File: src/rtl/conv_result_sink.sv
// Output sink for the 3x3 convolution engine: drops incomplete-window border
// samples, requantizes kept sums to 8 bits and queues them on a valid/ready stream.
module conv_result_sink #(
  parameter int unsigned IMG_WIDTH  = 32,
  parameter int unsigned IMG_HEIGHT = 32,
  parameter int unsigned SUM_WIDTH  = 32,
  parameter int unsigned FIFO_DEPTH = 16
) (
  input  logic                 clk,
  input  logic                 rst_n,
  input  logic                 in_valid,
  input  logic [SUM_WIDTH-1:0] in_sum,
  input  logic [4:0]           shift,
  input  logic                 signed_out,
  input  logic                 ovf_clr,
  output logic                 out_valid,
  input  logic                 out_ready,
  output logic [7:0]           out_data,
  output logic                 frame_done,
  output logic                 overflow
);

  localparam int unsigned CW = $clog2(IMG_WIDTH);
  localparam int unsigned RW = $clog2(IMG_HEIGHT);
  localparam int unsigned AW = $clog2(FIFO_DEPTH);
  localparam int unsigned NW = AW + 1;

  localparam logic signed [SUM_WIDTH-1:0] S_P127 = SUM_WIDTH'(127);
  localparam logic signed [SUM_WIDTH-1:0] S_N128 = SUM_WIDTH'(-128);
  localparam logic signed [SUM_WIDTH-1:0] S_P255 = SUM_WIDTH'(255);
  localparam logic signed [SUM_WIDTH-1:0] S_ZERO = '0;

  logic [CW-1:0] col;
  logic [RW-1:0] row;
  logic          col_last_c, row_last_c, keep_c;

  logic signed [SUM_WIDTH-1:0] shifted_c;
  logic [7:0]                  quant_c;
  logic                        q_valid;
  logic [7:0]                  q_data;

  logic [7:0]    mem [FIFO_DEPTH];
  logic [AW-1:0] wr_ptr, rd_ptr, rd_next_c;
  logic [NW-1:0] count, count_next_c;
  logic          full_c, pop_c, push_c, drop_c;
  logic [7:0]    head_next_c;

  assign col_last_c = (col == CW'(IMG_WIDTH - 1));
  assign row_last_c = (row == RW'(IMG_HEIGHT - 1));
  assign keep_c     = (col >= CW'(2)) && (row >= RW'(2));

  // Frame position; advances only on accepted input samples
  always_ff @(posedge clk or negedge rst_n) begin
    if (!rst_n) begin
      col        <= '0;
      row        <= '0;
      frame_done <= 1'b0;
    end else begin
      frame_done <= in_valid && col_last_c && row_last_c;
      if (in_valid) begin
        if (col_last_c) begin
          col <= '0;
          row <= row_last_c ? '0 : row + RW'(1);
        end else begin
          col <= col + CW'(1);
        end
      end
    end
  end

  assign shifted_c = $signed(in_sum) >>> shift;

  // Saturate the shifted sum into the selected 8-bit range
  always_comb begin
    quant_c = shifted_c[7:0];
    if (signed_out) begin
      if (shifted_c > S_P127)      quant_c = 8'h7f;
      else if (shifted_c < S_N128) quant_c = 8'h80;
    end else begin
      if (shifted_c < S_ZERO)      quant_c = 8'h00;
      else if (shifted_c > S_P255) quant_c = 8'hff;
    end
  end

  always_ff @(posedge clk or negedge rst_n) begin
    if (!rst_n) begin
      q_valid <= 1'b0;
      q_data  <= '0;
    end else begin
      q_valid <= in_valid && keep_c;
      if (in_valid && keep_c) q_data <= quant_c;
    end
  end

  assign full_c       = (count == NW'(FIFO_DEPTH));
  assign pop_c        = out_valid && out_ready;
  assign push_c       = q_valid && (!full_c || pop_c);
  assign drop_c       = q_valid && full_c && !pop_c;
  assign rd_next_c    = pop_c ? rd_ptr + AW'(1) : rd_ptr;
  assign count_next_c = count + NW'(push_c) - NW'(pop_c);
  // A write landing on the next head slot only happens when the FIFO runs dry
  assign head_next_c  = (push_c && (wr_ptr == rd_next_c)) ? q_data : mem[rd_next_c];

  always_ff @(posedge clk or negedge rst_n) begin
    if (!rst_n) begin
      wr_ptr    <= '0;
      rd_ptr    <= '0;
      count     <= '0;
      out_valid <= 1'b0;
      out_data  <= '0;
      overflow  <= 1'b0;
      for (int i = 0; i < int'(FIFO_DEPTH); i++) mem[i] <= '0;
    end else begin
      if (push_c) begin
        mem[wr_ptr] <= q_data;
        wr_ptr      <= wr_ptr + AW'(1);
      end
      rd_ptr    <= rd_next_c;
      count     <= count_next_c;
      out_valid <= (count_next_c != '0);
      out_data  <= head_next_c;
      if (drop_c)       overflow <= 1'b1;
      else if (ovf_clr) overflow <= 1'b0;
    end
  end

endmodule

File: config.mk
export PLATFORM = sky130hd
export DESIGN_NAME = conv_result_sink
export DESIGN_NICKNAME = d
export VERILOG_FILES = /design/src/rtl/conv_result_sink.sv
export SDC_FILE = /design/constraint.sdc
export NUM_CORES = 1
export LEC_CHECK = 0
export CAP_MARGIN = 0
export CORE_ASPECT_RATIO = 1.75
export CORE_UTILIZATION = 28
export DETAILED_ROUTE_END_ITERATION = 8
export PLACE_DENSITY_LB_ADDON = 0.12
export RECOVER_POWER = 50
export SYNTH_ARGS = -nofsm -noshare
export SYNTH_HDL_FRONTEND = slang
export SYNTH_SLANG_ARGS = --single-unit
File: constraint.sdc
create_clock -name clk -period 9.15 [get_ports clk]
set_input_delay 1.83 -clock clk [delete_from_list [all_inputs] [get_ports clk]]
set_output_delay 1.83 -clock clk [all_outputs]
set_load 0.01 [all_outputs]
==> summary.txt, run 1 <==
Seq/Total Area, Yosys: 41.4%
Die X: 147 µm
Final min period: 6.33 ns
unrepaired setup endpoints after global routing: no
Final Cell Area: 11,800 µm²
Die Y: 256 µm
violated checks: max-capacitance violations, max-slew violations
setup violators final: 0
gpl congestion: 0.835
max-cap violations: 3
final net count: 921
dominant synthesized flop cell: dfrtp_1
asr flop ratio synth: 100%
antenna viol nets, final: 0
LEAKAGE: 5.11 nW
setup_tns: 0 ns
leading post-synthesis cells by cell area: dfrtp_1 41%, mux2_2 16%, mux4_2 16%
number of remaining DRC errors: 0
Hold Path Class: flip-flop to flip-flop
IO Count: 54
P&R area growth vs syn: 14.3%
CTS clk-pin slew, worst paths: 0.06 ns
global route overflow: 0
placed standard-cell area: 11,300 µm²
hold-fix buffer count after cts: 0
hpwl dp: 21,100 µm
critical path data arrival time: 6.64 ns
Core ar.: 36,300 µm²
Cells after Synth: 837
Initial DRT Pass Iterations: 6
Final Max Tran Viols: 142
die area: 37,800 µm²
crit share post-route: 69.1%
Num CTS Buffers: 17
global-route usage over all layers: 16.0%
count leader, synth: dfrtp_1
initial antenna violation count: 0
pin slew with the least headroom to its limit: 3.92 ns
CTS resizes: 0
register bit total from synthesis: 171
number of diodes: 0
post-DR wirelength/cell: 21.3 µm
Layout Skew: 0.00859 ns
utilization after layout: 32.6%
Yosys Warn Count: 0
worst skew pair latency: 0.43 ns
largest net degree at the start of global routing: 102
required time of the critical path: 9.46 ns
CTS root buf: clkbuf_16
CP max FO: 34
CTS tree: yes
critical path class: input port to flip-flop
Fill cells: 3,639
Final Hold Vio Count: 0
drt total wl: 28,700 µm
max frequency: 0.158 GHz
Slew headroom: -161%
FP Rows: 92
startpoint types: input port
Vias/cell: 5.24
Synth cell types: 70
Post-synth EDFFs: 0
share of cells above drive strength 1: 31.8%
status: complete, but fails checks
Synth top cells by count: 171 x dfrtp_1, 150 x mux2_2, 72 x mux4_2
Max clock buf depth: 2
via count: 7,035
CTS Sinks: 171
post-synthesis instance area: 10,300 µm²
Starting Density: 28.5%
first-pass GRT wire length: 45,300 µm
post-synth top area share: 41.4%
vias in the first global route: 7,465
drt initial violations: 262
Setup crit end kind: flip-flop
PortBufs: 53
area leader, netlist: dfrtp_1
H-tree Lvls: 4
Avg Inst Size Synth: 12.4 µm²
# Post-CTS Setup Buffers: 0
Mapped Nets: 898
VDD IR max: 0.149 mV
PD cells: 288 nW/µm²
total power: 3.41 mW
## cells in the final DEF, fill, tap and decap left out, drive strengths merged, types with 4 or more instances in the layout
cell type,Yosys,layout
o21ai,34,34
nand3,28,28
nand4,13,13
dlygate4sd3,0,13
inv,30,33
o22ai,8,8
mux2i,40,40
xnor2,11,11
a21oi,25,25
nor3,15,15
clkbuf,30,25
nor2,28,28
buf,28,9
nor2b,6,6
ha,17,17
mux2,151,151
mux4,72,72
a211oi,4,4
nand2b,5,5
clkdlybuf4s50,0,36
nand2,58,58
clkinv,1,6
dfrtp,171,171
## area by class of cell
| cell class | instances | area, µm² | share of cell area [%] |
|---|---|---|---|
| repair buffers | 62 | 569 | 4.81 |
| clock inverters | 11 | 108 | 0.910 |
| well taps | 470 | 588 | 4.97 |
| clock buffers | 21 | 480 | 4.06 |
| flip-flops and latches | 171 | 4280 | 36.2 |
| multi-input cells | 577 | 5690 | 48.1 |
| inverters | 31 | 116 | 0.984 |
## stage by stage
stage,hold slack [ns],std cells,setup WS (ns)
2_1_floorplan,0.474,837,4.46
3_3_place_gp,0.482,1311,3.72
3_5_place_dp,0.487,1311,3.69
4_1_cts,0.502,1343,4.15
5_1_grt,0.516,1343,2.22
6_report,0.499,1343,2.82
## power by group
group / total, mW / switching, mW / internal [mW]
clock network: 0.718 / 0.312 / 0.407
registers: 1.25 / 0.194 / 1.05
logic: 1.44 / 0.648 / 0.796
total: 3.41 / 1.15 / 2.26
## cells by family (layout without fill, tap and decap cells)
family	Yosys count	after routing	synth area share, %
flip-flops	171	171	41.4
adder cells (fa/ha/maj)	18	18	2.25
AND/OR/NAND/NOR	171	171	8.22
XOR/XNOR	14	14	1.26
buffers and inverters	89	125	3.88
AO/OA/AOI/OAI	111	111	7.06
multiplexers	263	263	36.0
## routing by layer
layer | vias up | GRT usage [%] | wire [µm]
met3 | 55 | 2.08 | 554
met5 | - | 0 | 0
met2 | 155 | 31.2 | 16800
met4 | 0 | 8.42 | 1150
li1 | 3203 | - | -
met1 | 3622 | 16.2 | 10200
## worst paths after layout
kind	start	end	slack, ns	depth (start not counted)
max in group asynchronous	rst_n	mem[84]	3.32	2
max	out_ready	out_data[4]	2.82	8
min	mem[21]	mem[21]	0.50	1
min in group asynchronous	rst_n	col[3]	1.50	1
max reg2reg	out_valid	out_data[4]	4.35	7
min reg2reg	mem[21]	mem[21]	0.50	1
## worst max-delay path, stage by stage
cell and delay [ns]:
dlygate4sd3_1 0.53, nand2_1 0.15, inv_1 0.14, xnor2_2 0.14
clkbuf_1 2.27, mux4_2 0.75, mux4_2 0.52, mux2_2 0.28
## flip-flops by register name, summed over array words and instances (netlist names)
signal	count
row	5
out_valid	1
out_data	8
q_data	8
col	5
count	5
overflow	1
frame_done	1
q_valid	1
wr_ptr	4
rd_ptr	4
mem	128
No activity file was read; power rests on OpenSTA's default activity.
==> inputs of run 2 (changes only) <==
- clock period: 9.15 -> 5.75 ns (I/O delays scaled with it)
==> summary.txt, run 2 (synthesis results as in run 1) <==
crit share post-route: 73.7%
highest-count cells in the layout ignoring fill and taps: 171 x dfrtp_1, 150 x mux2_2, 72 x mux4_2, 58 x nand2_1, 47 x clkdlybuf4s50_1
final net count: 927
placed standard-cell area: 11,300 µm²
violated checks: max-capacitance violations, max-slew violations
Die X: 147 µm
largest net degree at the start of global routing: 138
part of the power in registers: 37.6%
Final Cell Area: 11,800 µm²
Layout Skew: 0.0129 ns
Biggest register: mem
status: complete, but fails checks
PD cells: 452 nW/µm²
Hold Path Class: flip-flop to flip-flop
gpl congestion: 0.844
Vias/cell: 5.25
H-tree Lvls: 4
Starting Density: 28.5%
Core ar.: 36,300 µm²
CTS resizes: 0
vias in the first global route: 7,578
number of remaining DRC errors: 0
antenna viol nets, final: 0
max frequency: 0.236 GHz
critical path class: input port to async pin
Final Max Tran Viols: 174
startpoint types: input port
worst r2r src: count[2]
hold-fix buffer count after cts: 0
unrepaired setup endpoints after global routing: no
utilization after layout: 32.7%
CP max FO: 137
Switching Share: 34.2%
global-route usage over all layers: 16.5%
setup violators final: 0
CTS root buf: clkbuf_16
hpwl dp: 22,000 µm
Internal: 3.53 mW
Cells after DPL: 1,317
clock share of power: 20.3%
share of cells above drive strength 1: 32.4%
Largest regs: mem: 128 flops, out_data: 8 flops, q_data: 8 flops
PortBufs: 53
slowest cell delay on critical path: 1.67 ns
initial antenna violation count: 0
LEAKAGE: 5.10 nW
Max clock buf depth: 2
post-DR wirelength/cell: 22.0 µm
CTS Sinks: 171
# Post-CTS Setup Buffers: 0
global route overflow: 0
required time of the critical path: 5.92 ns
via count: 7,086
startpoint of the worst hold path: mem[83]
Largest register FFs: 128
P&R area growth vs syn: 14.4%
Die Y: 256 µm
VDD IR max: 0.224 mV
crit path buf inv count: 2
Initial DRT Pass Iterations: 6
Comb pwr share: 42.0%
Crit path max-delay family: buffers and inverters
Finished Layout Cells: 1,349
number of diodes: 0
worst skew pair latency: 0.44 ns
cell breakdown of the critical path: clkbuf_1, clkbuf_4
Crit-path slowest cell: clkbuf_4
Setup crit end kind: async pin
drt total wl: 29,700 µm
Final min period: 4.24 ns
Num CTS Buffers: 17
hold slack final: 0.501 ns
Final Hold Vio Count: 0
CP startpoint: rst_n
IO Count: 54
FP Rows: 92
critical path data arrival time: 4.40 ns
CTS clk-pin slew, worst paths: 0.06 ns
commonest non-fill, non-tap cell in the layout: dfrtp_1
max-cap violations: 2
pin slew with the least headroom to its limit: 1.97 ns
die area: 37,800 µm²
setup_tns: 0 ns
Slew headroom: -31.6%
Psw: 1.83 mW
CTS tree: yes
first-pass GRT wire length: 46,800 µm
drt initial violations: 296
-- run 2: cell types whose count changed in the layout (fill, tap and decap cells not counted), sizes merged --
cell	previous run	this run
dlygate4sd3	13	2
clkinv	6	5
clkinvlp	2	4
clkdlybuf4s50	36	47
bufinv	1	0
buf	9	17
inv	33	31
-- run 2: cell type report --
class,count,area (µm²)
Fill cell,3645,24400
Multi-Input combinational cell,577,5690
Sequential cell,171,4280
Timing Repair Buffer,68,622
Tap cell,470,588
Clock buffer,23,488
Inverter,31,116
Clock inverter,9,62.6
-- run 2: power groups by stage --
stage	Clock [mW]	Sequential (mW)	Combinational (mW)
6_report	1.09	2.02	2.25
4_1_cts	1.13	2.03	2.31
3_3_place_gp	0	2.05	2.26
2_1_floorplan	0	1.88	1.77
5_1_grt	1.17	2.08	2.47
3_5_place_dp	0	2.05	2.30
-- run 2: final timing paths --
kind                        endpoint  slack, ns  depth (start not counted)
min                          mem[83]       0.50                          1
max in group clk           out_valid       1.57                         18
min reg2reg                  mem[83]       0.50                          1
max                          mem[98]       1.51                          2
min in group asynchronous     col[2]       1.25                          1
max reg2reg                out_valid       2.32                         18
-- run 2: per-stage QoR --
stage	setup WS, ns	power, mW
final	1.51	5.36
after floorplan	1.74	3.64
after CTS	1.58	5.46
after global placement	1.09	4.32
after detailed placement	1.09	4.34
after global routing	0.807	5.73
-- run 2: metal layers --
metal | GRT usage (%) | wire length (µm)
met1 | 17.1 | 10800
met2 | 31.6 | 16800
met5 | 0 | 0
met4 | 8.73 | 1380
met3 | 2.30 | 722
